`src/rtl/ad9680_cpack_pkg.sv`:
```
// Shared constants, pack-state encoding and the dual-channel interleave helper
// for the AD9680 channel packer.
package ad9680_cpack_pkg;

    localparam int SAMPLE_WIDTH     = 16;
    localparam int SAMPLES_PER_BEAT = 4;
    localparam int CH_WIDTH         = 64;
    localparam int PACK_WIDTH       = 128;

    typedef enum logic [1:0] {
        IDLE      = 2'd0,
        DUAL      = 2'd1,
        SINGLE_LO = 2'd2,
        SINGLE_HI = 2'd3
    } state_e;

    // Entry state of each mode; 01 and 10 both start by filling the low half.
    function automatic state_e entry_state(input logic [1:0] mask);
        case (mask)
            2'b00:   return IDLE;
            2'b11:   return DUAL;
            default: return SINGLE_LO;
        endcase
    endfunction

    function automatic logic [PACK_WIDTH-1:0] interleave(input logic [CH_WIDTH-1:0] c0,
                                                        input logic [CH_WIDTH-1:0] c1);
        logic [PACK_WIDTH-1:0] w;
        w = '0;
        for (int i = 0; i < SAMPLES_PER_BEAT; i++) begin
            w[2*SAMPLE_WIDTH*i +: SAMPLE_WIDTH]              = c0[SAMPLE_WIDTH*i +: SAMPLE_WIDTH];
            w[2*SAMPLE_WIDTH*i+SAMPLE_WIDTH +: SAMPLE_WIDTH] = c1[SAMPLE_WIDTH*i +: SAMPLE_WIDTH];
        end
        return w;
    endfunction

endpackage

```
`src/rtl/ad9680_cpack_if.sv`:
```
// Packed-word output stream toward the DMA side.
// Handshake: a word transfers on a cycle where pack_valid & pack_ready; the source keeps
// pack_valid/pack_data/pack_sync stable until then. dbg_state mirrors the pack FSM.
interface ad9680_cpack_if;
    import ad9680_cpack_pkg::*;

    logic                  pack_valid;
    logic [PACK_WIDTH-1:0] pack_data;
    logic                  pack_sync;
    logic                  pack_ready;
    state_e                dbg_state;

    modport master (output pack_valid, output pack_data, output pack_sync,
                    output dbg_state, input pack_ready);
    modport slave  (input pack_valid, input pack_data, input pack_sync,
                    input dbg_state, output pack_ready);
endinterface

```
`src/rtl/ad9680_cpack_fifo.sv`:
```
// Synchronous FIFO whose head is presented as a registered valid/data output and
// popped on valid & ready; a push into a full FIFO is accepted only alongside a pop.
module ad9680_cpack_fifo #(
    parameter int FIFO_DEPTH = 16,
    parameter int WIDTH      = 129
) (
    input  logic             clk,
    input  logic             rst,
    input  logic             push_i,
    input  logic [WIDTH-1:0] push_data_i,
    input  logic             pop_ready_i,
    output logic             out_valid_o,
    output logic [WIDTH-1:0] out_data_o,
    output logic             full_o
);
    localparam int FIFO_AW = $clog2(FIFO_DEPTH);

    logic [WIDTH-1:0] mem [FIFO_DEPTH];
    logic [FIFO_AW:0] wr_ptr_q;
    logic [FIFO_AW:0] rd_ptr_q;
    logic             empty;
    logic             pop;
    logic             wr_en;

    // Equal indices: the extra MSB tells a full wrap from an empty FIFO.
    assign empty  = (wr_ptr_q == rd_ptr_q);
    assign full_o = (wr_ptr_q[FIFO_AW] != rd_ptr_q[FIFO_AW]) &&
                    (wr_ptr_q[FIFO_AW-1:0] == rd_ptr_q[FIFO_AW-1:0]);
    assign pop    = !empty && pop_ready_i;
    assign wr_en  = push_i && (!full_o || pop);

    always_ff @(posedge clk or posedge rst) begin
        if (rst) begin
            wr_ptr_q <= '0;
            rd_ptr_q <= '0;
        end else begin
            if (wr_en) wr_ptr_q <= wr_ptr_q + 1'b1;
            if (pop)   rd_ptr_q <= rd_ptr_q + 1'b1;
        end
    end

    always_ff @(posedge clk) begin
        if (wr_en) mem[wr_ptr_q[FIFO_AW-1:0]] <= push_data_i;
    end

    assign out_valid_o = !empty;
    assign out_data_o  = empty ? '0 : mem[rd_ptr_q[FIFO_AW-1:0]];

endmodule

```
`src/rtl/ad9680_cpack.sv`:
```
// AD9680 channel packer: packs enabled channel beats into 128-bit words, buffers them
// and flags drops on adc_dovf. Define AD9680_CPACK_OVF_COUNT_EN to add ovf_count.
module ad9680_cpack
    import ad9680_cpack_pkg::*;
#(
    parameter int FIFO_DEPTH = 16
) (
    input  logic                adc_clk,
    input  logic                adc_rst,
    input  logic                adc_enable_0,
    input  logic                adc_valid_0,
    input  logic [CH_WIDTH-1:0] adc_data_0,
    input  logic                adc_enable_1,
    input  logic                adc_valid_1,
    input  logic [CH_WIDTH-1:0] adc_data_1,
    output logic                adc_dovf,
`ifdef AD9680_CPACK_OVF_COUNT_EN
    output logic [15:0]         ovf_count,
`endif
    ad9680_cpack_if.master      pack
);
    logic [1:0]            mask;
    logic [1:0]            mask_q;
    logic                  mask_chg;
    state_e                state_q;
    state_e                cur_state;
    logic [CH_WIDTH-1:0]   hold_q;
    logic                  single_valid;
    logic [CH_WIDTH-1:0]   single_data;
    logic                  word_fire;
    logic [PACK_WIDTH-1:0] word_next;
    logic                  word_sync;
    logic                  word_vld_q;
    logic [PACK_WIDTH-1:0] word_q;
    logic                  word_sync_q;
    logic                  sync_pend_q;
    logic                  dovf_q;
    logic                  fifo_full;
    logic                  drop;
    logic [PACK_WIDTH:0]   fifo_out;

    assign mask     = {adc_enable_1, adc_enable_0};
    assign mask_chg = (mask != mask_q);
    // A beat arriving with a mask change is handled in the new mode straight away.
    assign cur_state = mask_chg ? entry_state(mask) : state_q;

    assign single_valid = adc_enable_0 ? adc_valid_0 : adc_valid_1;
    assign single_data  = adc_enable_0 ? adc_data_0  : adc_data_1;

    assign word_fire = ((cur_state == DUAL) && adc_valid_0 && adc_valid_1) ||
                       ((cur_state == SINGLE_HI) && single_valid);
    assign word_next = (cur_state == DUAL) ? interleave(adc_data_0, adc_data_1)
                                           : {single_data, hold_q};

    assign drop      = word_vld_q && fifo_full && !(pack.pack_valid && pack.pack_ready);
    assign word_sync = sync_pend_q || mask_chg || drop;

    always_ff @(posedge adc_clk or posedge adc_rst) begin
        if (adc_rst) begin
            mask_q      <= '0;
            state_q     <= IDLE;
            hold_q      <= '0;
            word_vld_q  <= 1'b0;
            word_q      <= '0;
            word_sync_q <= 1'b0;
            sync_pend_q <= 1'b1;
            dovf_q      <= 1'b0;
        end else begin
            mask_q     <= mask;
            word_vld_q <= word_fire;
            dovf_q     <= drop;
            state_q    <= cur_state;
            if (mask_chg) hold_q <= '0;
            if (word_fire) begin
                word_q      <= word_next;
                word_sync_q <= word_sync;
                sync_pend_q <= 1'b0;
            end else begin
                sync_pend_q <= word_sync;
            end
            case (cur_state)
                SINGLE_LO: if (single_valid) begin
                    hold_q  <= single_data;
                    state_q <= SINGLE_HI;
                end
                SINGLE_HI: if (single_valid) state_q <= SINGLE_LO;
                default: ;
            endcase
        end
    end

    ad9680_cpack_fifo #(
        .FIFO_DEPTH (FIFO_DEPTH),
        .WIDTH      (PACK_WIDTH + 1)
    ) u_fifo (
        .clk         (adc_clk),
        .rst         (adc_rst),
        .push_i      (word_vld_q),
        .push_data_i ({word_sync_q, word_q}),
        .pop_ready_i (pack.pack_ready),
        .out_valid_o (pack.pack_valid),
        .out_data_o  (fifo_out),
        .full_o      (fifo_full)
    );

    assign pack.pack_sync = fifo_out[PACK_WIDTH];
    assign pack.pack_data = fifo_out[PACK_WIDTH-1:0];
    assign pack.dbg_state = state_q;
    assign adc_dovf       = dovf_q;

`ifdef AD9680_CPACK_OVF_COUNT_EN
    logic [15:0] ovf_cnt_q;

    always_ff @(posedge adc_clk or posedge adc_rst) begin
        if (adc_rst)                            ovf_cnt_q <= '0;
        else if (drop && ovf_cnt_q != 16'hFFFF) ovf_cnt_q <= ovf_cnt_q + 16'd1;
    end

    assign ovf_count = ovf_cnt_q;
`endif

endmodule

```
`src/flat_wrapper.sv`:
```
// flat-port wrapper written by rule: the top's interface ports become plain ports
module ad9680_cpack_flat import ad9680_cpack_pkg::*;
#(
    parameter int FIFO_DEPTH = 16
)
  (adc_clk, adc_rst, adc_enable_0, adc_valid_0, adc_data_0, adc_enable_1, adc_valid_1, adc_data_1, adc_dovf, pack_pack_valid, pack_pack_data, pack_pack_sync, pack_dbg_state, pack_pack_ready);
  ad9680_cpack_if pack_i ();
  input  logic adc_clk;
  input  logic adc_rst;
  input  logic adc_enable_0;
  input  logic adc_valid_0;
  input  logic [CH_WIDTH-1:0] adc_data_0;
  input  logic adc_enable_1;
  input  logic adc_valid_1;
  input  logic [CH_WIDTH-1:0] adc_data_1;
  output logic adc_dovf;
  output wire logic [$bits(pack_i.pack_valid)-1:0] pack_pack_valid;
  output wire logic [$bits(pack_i.pack_data)-1:0] pack_pack_data;
  output wire logic [$bits(pack_i.pack_sync)-1:0] pack_pack_sync;
  output wire logic [$bits(pack_i.dbg_state)-1:0] pack_dbg_state;
  input wire logic [$bits(pack_i.pack_ready)-1:0] pack_pack_ready;
  assign pack_pack_valid = pack_i.pack_valid;
  assign pack_pack_data = pack_i.pack_data;
  assign pack_pack_sync = pack_i.pack_sync;
  assign pack_dbg_state = pack_i.dbg_state;
  assign pack_i.pack_ready = pack_pack_ready;
  ad9680_cpack #(.FIFO_DEPTH(FIFO_DEPTH)) u_core (.adc_clk(adc_clk), .adc_rst(adc_rst), .adc_enable_0(adc_enable_0), .adc_valid_0(adc_valid_0), .adc_data_0(adc_data_0), .adc_enable_1(adc_enable_1), .adc_valid_1(adc_valid_1), .adc_data_1(adc_data_1), .adc_dovf(adc_dovf), .pack(pack_i));
endmodule
```
`config.mk`:
```
export PLATFORM = sky130hd
export DESIGN_NAME = ad9680_cpack_flat
export DESIGN_NICKNAME = d
export VERILOG_FILES = /design/src/rtl/ad9680_cpack_pkg.sv /design/src/rtl/ad9680_cpack_if.sv /design/src/rtl/ad9680_cpack_fifo.sv /design/src/rtl/ad9680_cpack.sv /design/src/flat_wrapper.sv
export SDC_FILE = /design/constraint.sdc
export NUM_CORES = 2
export LEC_CHECK = 0
export ABC_AREA = 1
export ABC_CLOCK_PERIOD_IN_PS = 8880
export CAP_MARGIN = 20
export CORE_ASPECT_RATIO = 1.2
export CORE_UTILIZATION = 45
export DETAILED_ROUTE_END_ITERATION = 10
export PLACE_DENSITY = 0.71
export SYNTH_ARGS = -nofsm -noshare
export SYNTH_HDL_FRONTEND = slang
export SYNTH_SLANG_ARGS = --single-unit
```
`constraint.sdc`:
```
create_clock -name adc_clk -period 8.88 [get_ports adc_clk]
set_input_delay 1.332 -clock adc_clk [delete_from_list [all_inputs] [get_ports adc_clk]]
set_output_delay 1.332 -clock adc_clk [all_outputs]
set_load 0.005 [all_outputs]
```
==> out/results.tsv <==
metric	value	unit
worst path arrival time	5.47	ns
Mean Syn Cell Area	11.2	um^2
type of destination of the critical path	primary output	
CTS Buf Count	203	
final period demand of the worst path	6.80	ns
Fin. Hold Viols	0	
count of flip-flops with a built-in enable after synthesis	2064	
pin count of the biggest net entering global routing	225	
Post-Syn Area	93300	um^2
kind of critical path	reg2out	
multi-input logic area	23100	um^2
cts repair resizes	0	
top post-synthesis cells by count	sky130_fd_sc_hd__edfxtp_1, sky130_fd_sc_hd__nor2_1, sky130_fd_sc_hd__nand2_1	
chip height	501	um
floorplan die area	209000	um^2
clock transition time at the flip-flop clock pins of the worst setup and hold paths	0.06	ns
maximum achievable frequency	147	MHz
number of antenna violations at the first check in global routing	17	
max-capacitance violation count	0	
Max-slew headroom	0.199	
detailed-route wire length per cell	24.6	um
first drt pass iteration count	6	
dominant synthesized flop cell	sky130_fd_sc_hd__edfxtp_1	
TritonCTS clock tree	done	
final antenna-violating net count	0	
post-CTS setup-driven buffer insertion count	0	
area grow syn2layout	12.4	%
measured slew at the worst slew-check pin	1.20	ns
total nets after synthesis	8498	
count of nets after finishing	8532	
routability-driven placement congestion ratio	0.958	
Worst Hold Margin	0.559	ns
maximum level of the CTS H-tree	4	
number of clock sinks seen by CTS	2274	
fraction of layout instances using a drive strength above 1	0.0555	
sequential element share of the synthesized area	0.721	
first-pass GRT wire length	405000	um
most frequently used cell type in the post-synthesis netlist	sky130_fd_sc_hd__edfxtp_1	
proportion of register bits with asynchronous set or reset after synthesis	0.0923	
Synth cell types	26	
mean number of vias per cell	5.66	
Syn. warnings	0	
fill cell count	17500	
CTS root buf	sky130_fd_sc_hd__clkbuf_16	
outcome	finished, final reports clean	
detailed-route via count	64200	
RSZ-0062 raised after global routing	no	
Post-CTS Hold Fix Bufs	0	
Buffers on Ports	267	
later-pin clock latency in the skew report	0.89	ns
Max Fanout on Critical Path	175	
Setup TNS	0	ns
overflow left after global routing	0	
area of the core region	205000	um^2
buffers from clock root to sink, at most	3	
top cells by area, synth	sky130_fd_sc_hd__edfxtp_1, sky130_fd_sc_hd__nor2_1, sky130_fd_sc_hd__nand2_1	
data required time of the worst path	7.55	ns
Post-Synthesis Cells	8357	
Die W	418	um
worst hold-check path type	reg2reg	
half-perimeter wire length of the detailed placement result	152000	um
power density relative to cell area	326	nW/um^2
cell row count	182	
Initial Utilization	0.454	
setup violators final	0	
1st-iter DRT viols	8122	
detailed-route wire length	279000	um
Final Max Slew Viols	0	
leading area contributor after synthesis	sky130_fd_sc_hd__edfxtp_1	
I/O pin count	268	
drc violations	0	
Clock Skew	0.0348	ns
count of state elements after synthesis	2274	
Seq. cell area	67200	um^2
GRT Overall Usage	0.263	
leakage power	0.0378	uW
Max VDD drop	0.000319	V
top-area cell type share of the netlist area	0.665	
Period Utilization, post-route	0.766	
vias in the first global route	62600	
type of origin of the critical path	flop	
## final timing paths
| kind | startpoint | end | slack [ns] | depth (start not counted) |
|---|---|---|---|---|
| setup / recovery | u_core.u_fifo.rd_ptr_q[0] | pack_pack_data[87] | 2.08 | 11 |
| setup reg to reg | u_core.u_fifo.rd_ptr_q[0] | u_core.u_fifo.mem[12][68] | 4.41 | 11 |
| min in group asynchronous | adc_rst | u_core.word_q[20] | 1.19 | 2 |
| hold reg to reg | u_core.u_fifo.wr_ptr_q[4] | u_core.u_fifo.wr_ptr_q[4] | 0.56 | 2 |
| hold / removal | u_core.u_fifo.wr_ptr_q[4] | u_core.u_fifo.wr_ptr_q[4] | 0.56 | 2 |
| max in group asynchronous | adc_rst | u_core.u_fifo.rd_ptr_q[0] | 6.18 | 3 |
## where the power goes
group | switching [uW] | internal [uW]
clock network | 3970 | 4970
logic | 7310 | 3830
registers | 1140 | 12900
## area by class of cell
| class | instances | share of cell area |
|---|---|---|
| multi-input combinational | 5398 | 0.220 |
| clock inverter | 125 | 0.0129 |
| tap | 2760 | 0.0329 |
| inverter | 153 | 0.00597 |
| antenna | 6 | 0.000143 |
| timing repair buffer | 361 | 0.0345 |
| clock buffer | 258 | 0.0520 |
| sequential | 2274 | 0.641 |
## cells by family (layout without fill, tap and decap cells)
family / count (synthesis) / after routing / share of synthesized area
fa+ha+maj: 6 / 6 / 0.000805
other cells: 0 / 6 / 0
buf+inv: 685 / 897 / 0.0336
compound gates: 1361 / 1361 / 0.0765
xor+xnor: 7 / 7 / 0.000657
flops: 2274 / 2274 / 0.721
simple gates: 4024 / 4024 / 0.168
## registers in the layout (all words and copies together) (netlist names), named ones only
register and flops:
u_core.adc_dovf 1, u_core.u_fifo.rd_ptr_q 5, u_core.pack.dbg_state 1, u_core.word_sync_q 1
u_core.sync_pend_q 1, u_core.hold_q 64, u_core.u_fifo.wr_ptr_q 5, u_core.word_q 128
u_core.word_vld_q 1, u_core.u_fifo.mem 2064, u_core.mask_q 2
## cells in the final DEF, fill, tap and decap left out, types with 4 or more instances in the layout
| master | Yosys | routed |
|---|---|---|
| sky130_fd_sc_hd__clkbuf_8 | 0 | 12 |
| sky130_fd_sc_hd__inv_2 | 34 | 32 |
| sky130_fd_sc_hd__clkinv_16 | 0 | 5 |
| sky130_fd_sc_hd__clkinv_2 | 0 | 45 |
| sky130_fd_sc_hd__nand3_1 | 398 | 398 |
| sky130_fd_sc_hd__inv_8 | 0 | 4 |
| sky130_fd_sc_hd__clkinv_1 | 1 | 32 |
| sky130_fd_sc_hd__nand2_1 | 1662 | 1658 |
| sky130_fd_sc_hd__o21ai_1 | 372 | 372 |
| sky130_fd_sc_hd__a21oi_1 | 129 | 129 |
| sky130_fd_sc_hd__clkbuf_1 | 231 | 41 |
| sky130_fd_sc_hd__o21ai_0 | 731 | 731 |
| sky130_fd_sc_hd__edfxtp_1 | 2064 | 2064 |
| sky130_fd_sc_hd__clkinv_8 | 0 | 6 |
| sky130_fd_sc_hd__clkinvlp_4 | 0 | 8 |
| sky130_fd_sc_hd__xor2_1 | 6 | 6 |
| sky130_fd_sc_hd__nand2_4 | 0 | 5 |
| sky130_fd_sc_hd__diode_2 | 0 | 6 |
| sky130_fd_sc_hd__buf_12 | 0 | 18 |
| sky130_fd_sc_hd__nor2_4 | 0 | 18 |
| sky130_fd_sc_hd__clkbuf_16 | 0 | 205 |
| sky130_fd_sc_hd__inv_6 | 0 | 7 |
| sky130_fd_sc_hd__nor2_1 | 1956 | 1939 |
| sky130_fd_sc_hd__buf_4 | 74 | 75 |
| sky130_fd_sc_hd__o211ai_1 | 129 | 129 |
| sky130_fd_sc_hd__clkdlybuf4s50_1 | 0 | 266 |
| sky130_fd_sc_hd__inv_1 | 117 | 114 |
| sky130_fd_sc_hd__bufinv_16 | 0 | 20 |
| sky130_fd_sc_hd__ha_1 | 6 | 6 |
| sky130_fd_sc_hd__dfrtp_1 | 209 | 206 |
## critical path, cell delays in order (launching register included)
cell,delay [ns]
sky130_fd_sc_hd__dfrtp_4,0.94
sky130_fd_sc_hd__buf_12,0.49
sky130_fd_sc_hd__buf_4,0.97
sky130_fd_sc_hd__nor2_1,0.12
sky130_fd_sc_hd__nor2_1,0.12
sky130_fd_sc_hd__o21ai_0,0.13
sky130_fd_sc_hd__nand2_1,0.15
sky130_fd_sc_hd__nand2_1,0.05
sky130_fd_sc_hd__nand2_1,0.10
sky130_fd_sc_hd__inv_1,0.04
sky130_fd_sc_hd__a21oi_1,0.47
sky130_fd_sc_hd__clkdlybuf4s50_1,0.61
## layer usage
| metal | up-vias | global-route usage | wire, um |
|---|---|---|---|
| li1 | 28700 | - | - |
| met1 | 31300 | 0.326 | 103000 |
| met2 | 3343 | 0.418 | 131000 |
| met5 | - | 0 | 92 |
| met3 | 715 | 0.0445 | 23800 |
| met4 | 14 | 0.190 | 21700 |
## metrics by stage
stage	total power [uW]	instance area [um^2]	util	instances	worst slack (ns)
after floorplan	20600	93300	-	8357	1.09
after global placement	25000	98000	0.477	10900	3.21
after detailed placement	25300	98000	0.477	10900	3.16
after CTS	34200	105000	0.510	11300	2.22
after global routing	35800	105000	0.510	11300	1.96
final	34100	105000	0.510	11300	2.08
No activity file was read; power rests on OpenSTA's default activity.
